<file path="config.mk">
export PLATFORM = sky130hd
export DESIGN_NAME = systolic_drain
export DESIGN_NICKNAME = d
export VERILOG_FILES = /design/src/rtl/systolic_drain.sv
export SDC_FILE = /design/constraint.sdc
export NUM_CORES = 1
export LEC_CHECK = 0
export BUFFER_PORTS_ARGS = -buffer_cell sky130_fd_sc_hd__buf_2
export CAP_MARGIN = 15
export CORE_MARGIN = 5
export CORE_UTILIZATION = 51
export CTS_CLUSTER_DIAMETER = 100
export DETAILED_ROUTE_END_ITERATION = 12
export GPL_ROUTABILITY_DRIVEN = 0
export PLACE_DENSITY = 0.93
export SYNTH_ARGS = -nofsm -noshare
export SYNTH_HDL_FRONTEND = slang
export SYNTH_SLANG_ARGS = --single-unit
</file>
<file path="constraint.sdc">
create_clock -name clk -period 3.45 [get_ports clk]
set_input_delay 0.5175 -clock clk [delete_from_list [all_inputs] [get_ports clk]]
set_output_delay 0.5175 -clock clk [all_outputs]
set_load 0.005 [all_outputs]
</file>
<file path="src/rtl/systolic_drain.sv">
// Drains size*size PE sums from the systolic datapath into a one-entry val/rdy output register.
// Define SYSTOLIC_DRAIN_COL_MAJOR_EN for column-major sweep order; default is row-major.
module systolic_drain #(
   parameter int size  = 16,
   parameter int nbits = 16
) (
   input  logic                     clk,
   input  logic                     rst_n,
   input  logic                     start,
   output logic                     busy,
   output logic                     done,
   output logic [$clog2(size)-1:0]  out_rsel,
   output logic [$clog2(size)-1:0]  out_csel,
   input  logic [nbits-1:0]         s_in,
   output logic [nbits-1:0]         out_msg,
   output logic                     out_last,
   output logic                     out_val,
   input  logic                     out_rdy
);

   localparam int SW = $clog2(size);
   localparam logic [SW-1:0] SEL_MAX = SW'(size - 1);

   typedef enum logic [1:0] {IDLE, DRAIN, FLUSH} state_t;

   state_t            state_q, state_d;
   logic [SW-1:0]     rsel_q, rsel_d, csel_q, csel_d;
   logic [nbits-1:0]  msg_q, msg_d;
   logic              val_q, val_d, last_q, last_d, done_q, done_d, busy_q, busy_d;
   logic              hs, load, at_final;

   always_comb begin
      state_d  = state_q;
      rsel_d   = rsel_q;
      csel_d   = csel_q;
      msg_d    = msg_q;
      val_d    = val_q;
      last_d   = last_q;
      busy_d   = busy_q;
      done_d   = 1'b0;
      hs       = val_q && out_rdy;
      load     = (state_q == DRAIN) && (!val_q || out_rdy);
      at_final = (rsel_q == SEL_MAX) && (csel_q == SEL_MAX);

      // An accepted word empties the register unless a new one is loaded below.
      if (hs) val_d = 1'b0;

      case (state_q)
         IDLE: begin
            if (start) begin
               state_d = DRAIN;
               busy_d  = 1'b1;
               rsel_d  = '0;
               csel_d  = '0;
            end
         end
         DRAIN: begin
            if (load) begin
               msg_d  = s_in;
               val_d  = 1'b1;
               last_d = at_final;
               if (at_final) begin
                  state_d = FLUSH;
                  rsel_d  = '0;
                  csel_d  = '0;
               end else begin
`ifdef SYSTOLIC_DRAIN_COL_MAJOR_EN
                  if (rsel_q == SEL_MAX) begin
                     rsel_d = '0;
                     csel_d = csel_q + 1'b1;
                  end else begin
                     rsel_d = rsel_q + 1'b1;
                  end
`else
                  if (csel_q == SEL_MAX) begin
                     csel_d = '0;
                     rsel_d = rsel_q + 1'b1;
                  end else begin
                     csel_d = csel_q + 1'b1;
                  end
`endif
               end
            end
         end
         FLUSH: begin
            if (hs) begin
               last_d  = 1'b0;
               done_d  = 1'b1;
               busy_d  = 1'b0;
               state_d = IDLE;
            end
         end
         default: begin
            state_d = IDLE;
            busy_d  = 1'b0;
         end
      endcase
   end

   always_ff @(posedge clk) begin
      if (!rst_n) begin
         state_q <= IDLE;
         rsel_q  <= '0;
         csel_q  <= '0;
         msg_q   <= '0;
         val_q   <= 1'b0;
         last_q  <= 1'b0;
         done_q  <= 1'b0;
         busy_q  <= 1'b0;
      end else begin
         state_q <= state_d;
         rsel_q  <= rsel_d;
         csel_q  <= csel_d;
         msg_q   <= msg_d;
         val_q   <= val_d;
         last_q  <= last_d;
         done_q  <= done_d;
         busy_q  <= busy_d;
      end
   end

   assign busy     = busy_q;
   assign done     = done_q;
   assign out_rsel = rsel_q;
   assign out_csel = csel_q;
   assign out_msg  = msg_q;
   assign out_last = last_q;
   assign out_val  = val_q;

endmodule

</file>
## Word level (Yosys, flattened, before mapping)

Cells that the tools add are included.

- Input bits: 20
- Register bits after elaboration: 30
- Logic and storage cells: 58
- Output and inout port bits: 28

- $add $sub $neg: 2
- Bitwise operators: 1
- Mux-type cells: 23
- Equal/unequal tests: 9
- Reductions and logical operators: 15

Operators by type and width:

| kind | number |
|---|---|
| 4-bit 2-to-1 mux | 7 |
| 4-bit case mux with 2 select lines | 2 |
| 3-bit AND reduction | 3 |
| 4-bit by 1-bit adder with 4-bit output, second input constant | 2 |
| 4-bit == test, second input constant | 2 |
| 2-bit 2-to-1 mux | 4 |
| 2-bit inequality test, second input constant | 4 |
| 4-bit AND reduction | 2 |
| 1-bit 2-to-1 mux | 7 |
| 2-bit case mux with 3 select lines | 1 |
| 2-bit AND reduction | 2 |
| 2-bit nonzero test | 2 |
| 1-bit logical AND | 3 |
| 3-bit by 2-bit inequality test with 1-bit output, second input constant | 1 |
| 1-bit case mux with 3 select lines | 1 |
| 2-bit by 1-bit == test with 1-bit output, second input constant | 1 |
| 2-bit == test, second input constant | 1 |
| 2-bit logical NOT | 1 |
| 1-bit case mux with 2 select lines | 1 |
| 1-bit logical NOT | 1 |
| 1-bit logical OR | 1 |
| 1-bit NOT | 1 |

## Longest topological paths before layout

- Word-level depth: 5
- Mapped depth: 7
- Depth with buffers taken out: 5

## Worst setup path after synthesis

No wires, ideal clock.

- Kind: input to register
- Start: input out_rdy
- End: register csel_q[3] (netlist: out_csel[3])
- Path slack: 1.997 ns
- Path buffers: 0
- Required time: 3.376 ns
- Arrival time: 1.378 ns
- Setup time: 0.074 ns
- Cell stages on the path: 4
- Path through: nand3b_1 nand2_4 or4_1 a31oi_1

- Cells in the longest elaborated chain, start to end: 4

Ends and longest elaborated chain:

| element | RTL line | RTL |
|---|---|---|
| from (decl) | 18 | `input logic out_rdy` |
| 1-bit logical OR | 42 | `load = (state_q == DRAIN) && (!val_q \|\| out_rdy);` |
| 1-bit logical AND | 42 |  |
| 2-bit inequality test (no line) | n/a |  |
| 3-bit AND reduction (no line) | n/a |  |
| to (signal assigned) | 113 | `csel_q <= csel_d;` |
| to (decl) | 27 | `logic [SW-1:0] rsel_q, rsel_d, csel_q, csel_d;` |

No other way between the ends.
A chain may end at the register's enable or synchronous reset.

## Worst setup path in the final report

- Start: register state_q[1]
- End: register state_q[1]

- Cells in the longest elaborated chain, start to end: 4
- Elaborated cells on any way between the ends: 10
- Those cells by class: 6 x eq/ne; 1 x mux; 3 x reduce/logical

Ends and longest elaborated chain:

| element | RTL line | RTL |
|---|---|---|
| from (decl) | 26 | `state_t state_q, state_d;` |
| from (signal assigned) | 111 | `state_q <= state_d;` |
| 2-bit by 1-bit == test with 1-bit output | 42, 48 |  |
| 1-bit logical AND | 42 |  |
| 2-bit inequality test (no line) | n/a |  |
| 4-bit AND reduction (no line) | n/a |  |

Several ways; a longest one is shown, not always the timed one.

==> reports/results.ini <==
[floorplanning]
die-width_um=59.5
start_util=0.518
io_pins=48
core.rowCount=18
coreArea_sq_mm=0.00241
die_area_sq_mm=0.00354
die_y_um=59.5

[route]
num_vias=1180
wl_per_cell_um=12.4
dr.pass1.iters=4
viasPerCell=5.20
route.detailed.drc=0
drt-initial-drc-count=63
drt-total-wl_um=2810
drtAntennaViolNets=0

[worst_setup_path]
worst_setup_path_start_kind=register
crit_arrival_ps=1910
crit_path_end_kind=register
path_class=register to register
r2r_setup_slack_ps=1770
crit_required_ps=3680
rr_startpoint=state_q[1]$_SDFFE_PN0P_
worstPathMaxFanout=17
reg2reg_depth=4
r2r_end=state_q[1]$_SDFFE_PN0P_

[sta]
fmax_mhz=595
setup_tns_ps=0
tightest_slew_ps=639
skew_ps=3.08
finalHoldViolations=0
finalCritPeriodShare=0.487
maxSlewHeadroom=0.573
holdWs_ps=422
period_minus_slack_ps=1680
slew_viol_final=0
setup_violations=0
rsz0062_at_grt=no

[finish]
fill_cells=230
nets=218
drive_above_1_share=0.299
antennaDiodeCount=0
synthToLayoutAreaGrowth_pct=23.8

[synth]
synth-simple-area-share=0.259
syn-instance-count=148
synth-async-reset-ratio=0
synth_ff_type=dfxtp_1
muxShareOfSynthArea=0.00802
synth_area_per_cell_sq_um=8.44
synth_cell_types=32
synth_nets=170
synth_adder_area_share=0.0200
synth_top_family_by_area=simple AND/OR/NAND/NOR gates
synth.area.top_cells=dfxtp_1 48%, nand2_1 11%, a21oi_1 6.4%, a21boi_0 4.8%, nand3_1 4.0%
synth-xor-area-share=0.0140
synth-seq-cells=30
synth_area_sq_mm=0.00125
ys_seq_area_frac=0.481
ys_warn_count=0
yosysTopAreaCellShare=0.481
synth-compound-area-share=0.181
synth_area_leader_cell=dfxtp_1
synth_edf_count=0

[placed_design]
hpwl_um=2080
io_buffers=47

[power_and_ir_drop]
combinationalPowerShare=0.119
power_density_mw_per_mm2=436
pwr-share-seq=0.554
power_switching_uw=177
peakVddDrop_v=0.000272
p_leak_nw=0.698
internal_power_uw=497
clkPwrFrac=0.327
swShare=0.263

[job]
drv_cap=0

[global_route]
grt_use_total=0.171
gr-total-overflow=0
grt_pass1_vias=1088
grt_pass1_wl_um=4550
met1_usage=0.205
grt_max_degree=18
antenna_found_initial=0
gr-usage-met2=0.285
top_usage_layer=met2
use_met3=0.0414

[min_path]
holdPathEnd=out_msg[14]$_SDFFE_PN0P_
worst_hold_startpoint=s_in[14]
min_path_cells=3
hold_class=primary input to register

[clocking]
clockRootBuffer=clkbuf_4
cts_tree=built
clkTransAtPathRegs_ps=90
cts_htree_levels=2
clockBufferDepth=2
cts_num_sinks=30
cts_made_buffers=5
cts_resized=0
postCtsHoldBufs=0
worstSkewPairLatency_ps=330
cts_setup_buffers=0

[run_status]
status=complete, no violations

sequential cells by signal, indices dropped and copies added (netlist names):
signal,cells
busy,1
done,1
out_csel,4
out_last,1
out_msg,16
out_rsel,4
out_val,1
state_q,2
kinds of logic (layout without fill, tap and decap cells):
logic type | count (synthesis) | after routing
muxes | 1 | 1
buffers and inverters | 9 | 58
and+or+nand+nor | 68 | 68
DFF | 30 | 30
adders and majority gates | 2 | 2
xor gates and xnor gates | 2 | 2
AOI/OAI and AO/OA | 36 | 36
worst max-delay path by stage:
stage	from	to	slack, ps	cells after the start
after floorplan	out_rdy	out_csel[3]$_SDFFE_PN0P_	2000	4
after global placement	out_rdy	state_q[1]$_SDFFE_PN0P_	1760	5
after detailed placement	out_rdy	state_q[1]$_SDFFE_PN0P_	1700	5
after CTS	state_q[1]$_SDFFE_PN0P_	state_q[1]$_SDFFE_PN0P_	1750	4
after global routing	state_q[0]$_SDFFE_PN0P_	out_msg[15]$_SDFFE_PN0P_	1580	4
final	state_q[1]$_SDFFE_PN0P_	state_q[1]$_SDFFE_PN0P_	1770	4
metrics by stage:
stage | util | std cells | area [sq um] | setup slack (ps) | total power, mW
global route | 0.642 | 227 | 1550 | 1580 | 0.701
floorplan | - | 148 | 1250 | 2000 | 0.428
finish | 0.642 | 227 | 1550 | 1770 | 0.674
CTS | 0.642 | 227 | 1550 | 1750 | 0.681
global placement | 0.617 | 219 | 1490 | 1760 | 0.459
detailed placement | 0.617 | 219 | 1490 | 1700 | 0.462
Yosys cell counts, types with 2 or more instances:
cell type,n
nand2_1,36
dfxtp_1,30
a21oi_1,16
nand3_1,10
a21boi_0,8
o21ai_0,7
nor2_1,4
and2_1,3
clkbuf_1,3
inv_1,3
nand2b_1,3
ha_1,2
nand3b_1,2
nor3_1,2
xor2_1,2
layout make-up:
class	instances	area [sq um]	share of cell area
timing repair buffer	47	235	0.152
tap	30	37.5	0.0243
inverter	3	11.3	0.00728
sequential	30	601	0.388
clock buffer	7	55.1	0.0356
clock inverter	1	5.00	0.00324
multi-input combinational	109	602	0.389
metal layers:
metal / vias up / part of all wire
met4: 0 / 0.0096
met5: - / 0
li1: 599 / -
met2: 43 / 0.47
met3: 3 / 0.086
met1: 535 / 0.44
power by group through the flow:
stage,Combinational (mW),Clock (mW),Sequential [mW]
global placement,0.0776,0,0.381
CTS,0.0805,0.227,0.373
global route,0.0906,0.235,0.376
detailed placement,0.0803,0,0.382
finish,0.0800,0.221,0.374
floorplan,0.0459,0,0.382
layout by cell type (no fill, tap or decap):
| master | count |
|---|---|
| and3_1 | 1 |
| xor2_1 | 2 |
| mux2i_1 | 1 |
| inv_1 | 3 |
| nor2b_1 | 1 |
| o311a_2 | 1 |
| clkbuf_8 | 1 |
| a31oi_1 | 1 |
| nand3b_1 | 2 |
| nor3_1 | 2 |
| nor2_1 | 4 |
| nor2_2 | 1 |
| o21ba_4 | 1 |
| clkbuf_4 | 5 |
| and2_1 | 3 |
| nand2_4 | 1 |
| clkbuf_1 | 1 |
| nor3b_1 | 1 |
| nand3_1 | 10 |
| dfxtp_1 | 30 |
| a21boi_0 | 8 |
| nand4b_1 | 1 |
| buf_2 | 47 |
| ha_1 | 2 |
| nand2b_1 | 3 |
| or2_2 | 1 |
| a211o_1 | 1 |
| nand2_1 | 36 |
| a21oi_1 | 16 |
| o21ai_0 | 7 |
| o2111ai_1 | 1 |
| or4_1 | 1 |
| clkinv_2 | 1 |
critical path, cell delays in order (launching register included):
cell and delay [ps]:
dfxtp_1 460, nand2b_1 270, nand2b_1 520, o21ai_0 160
and2_1 170
Power figures use the tool's default switching activity.
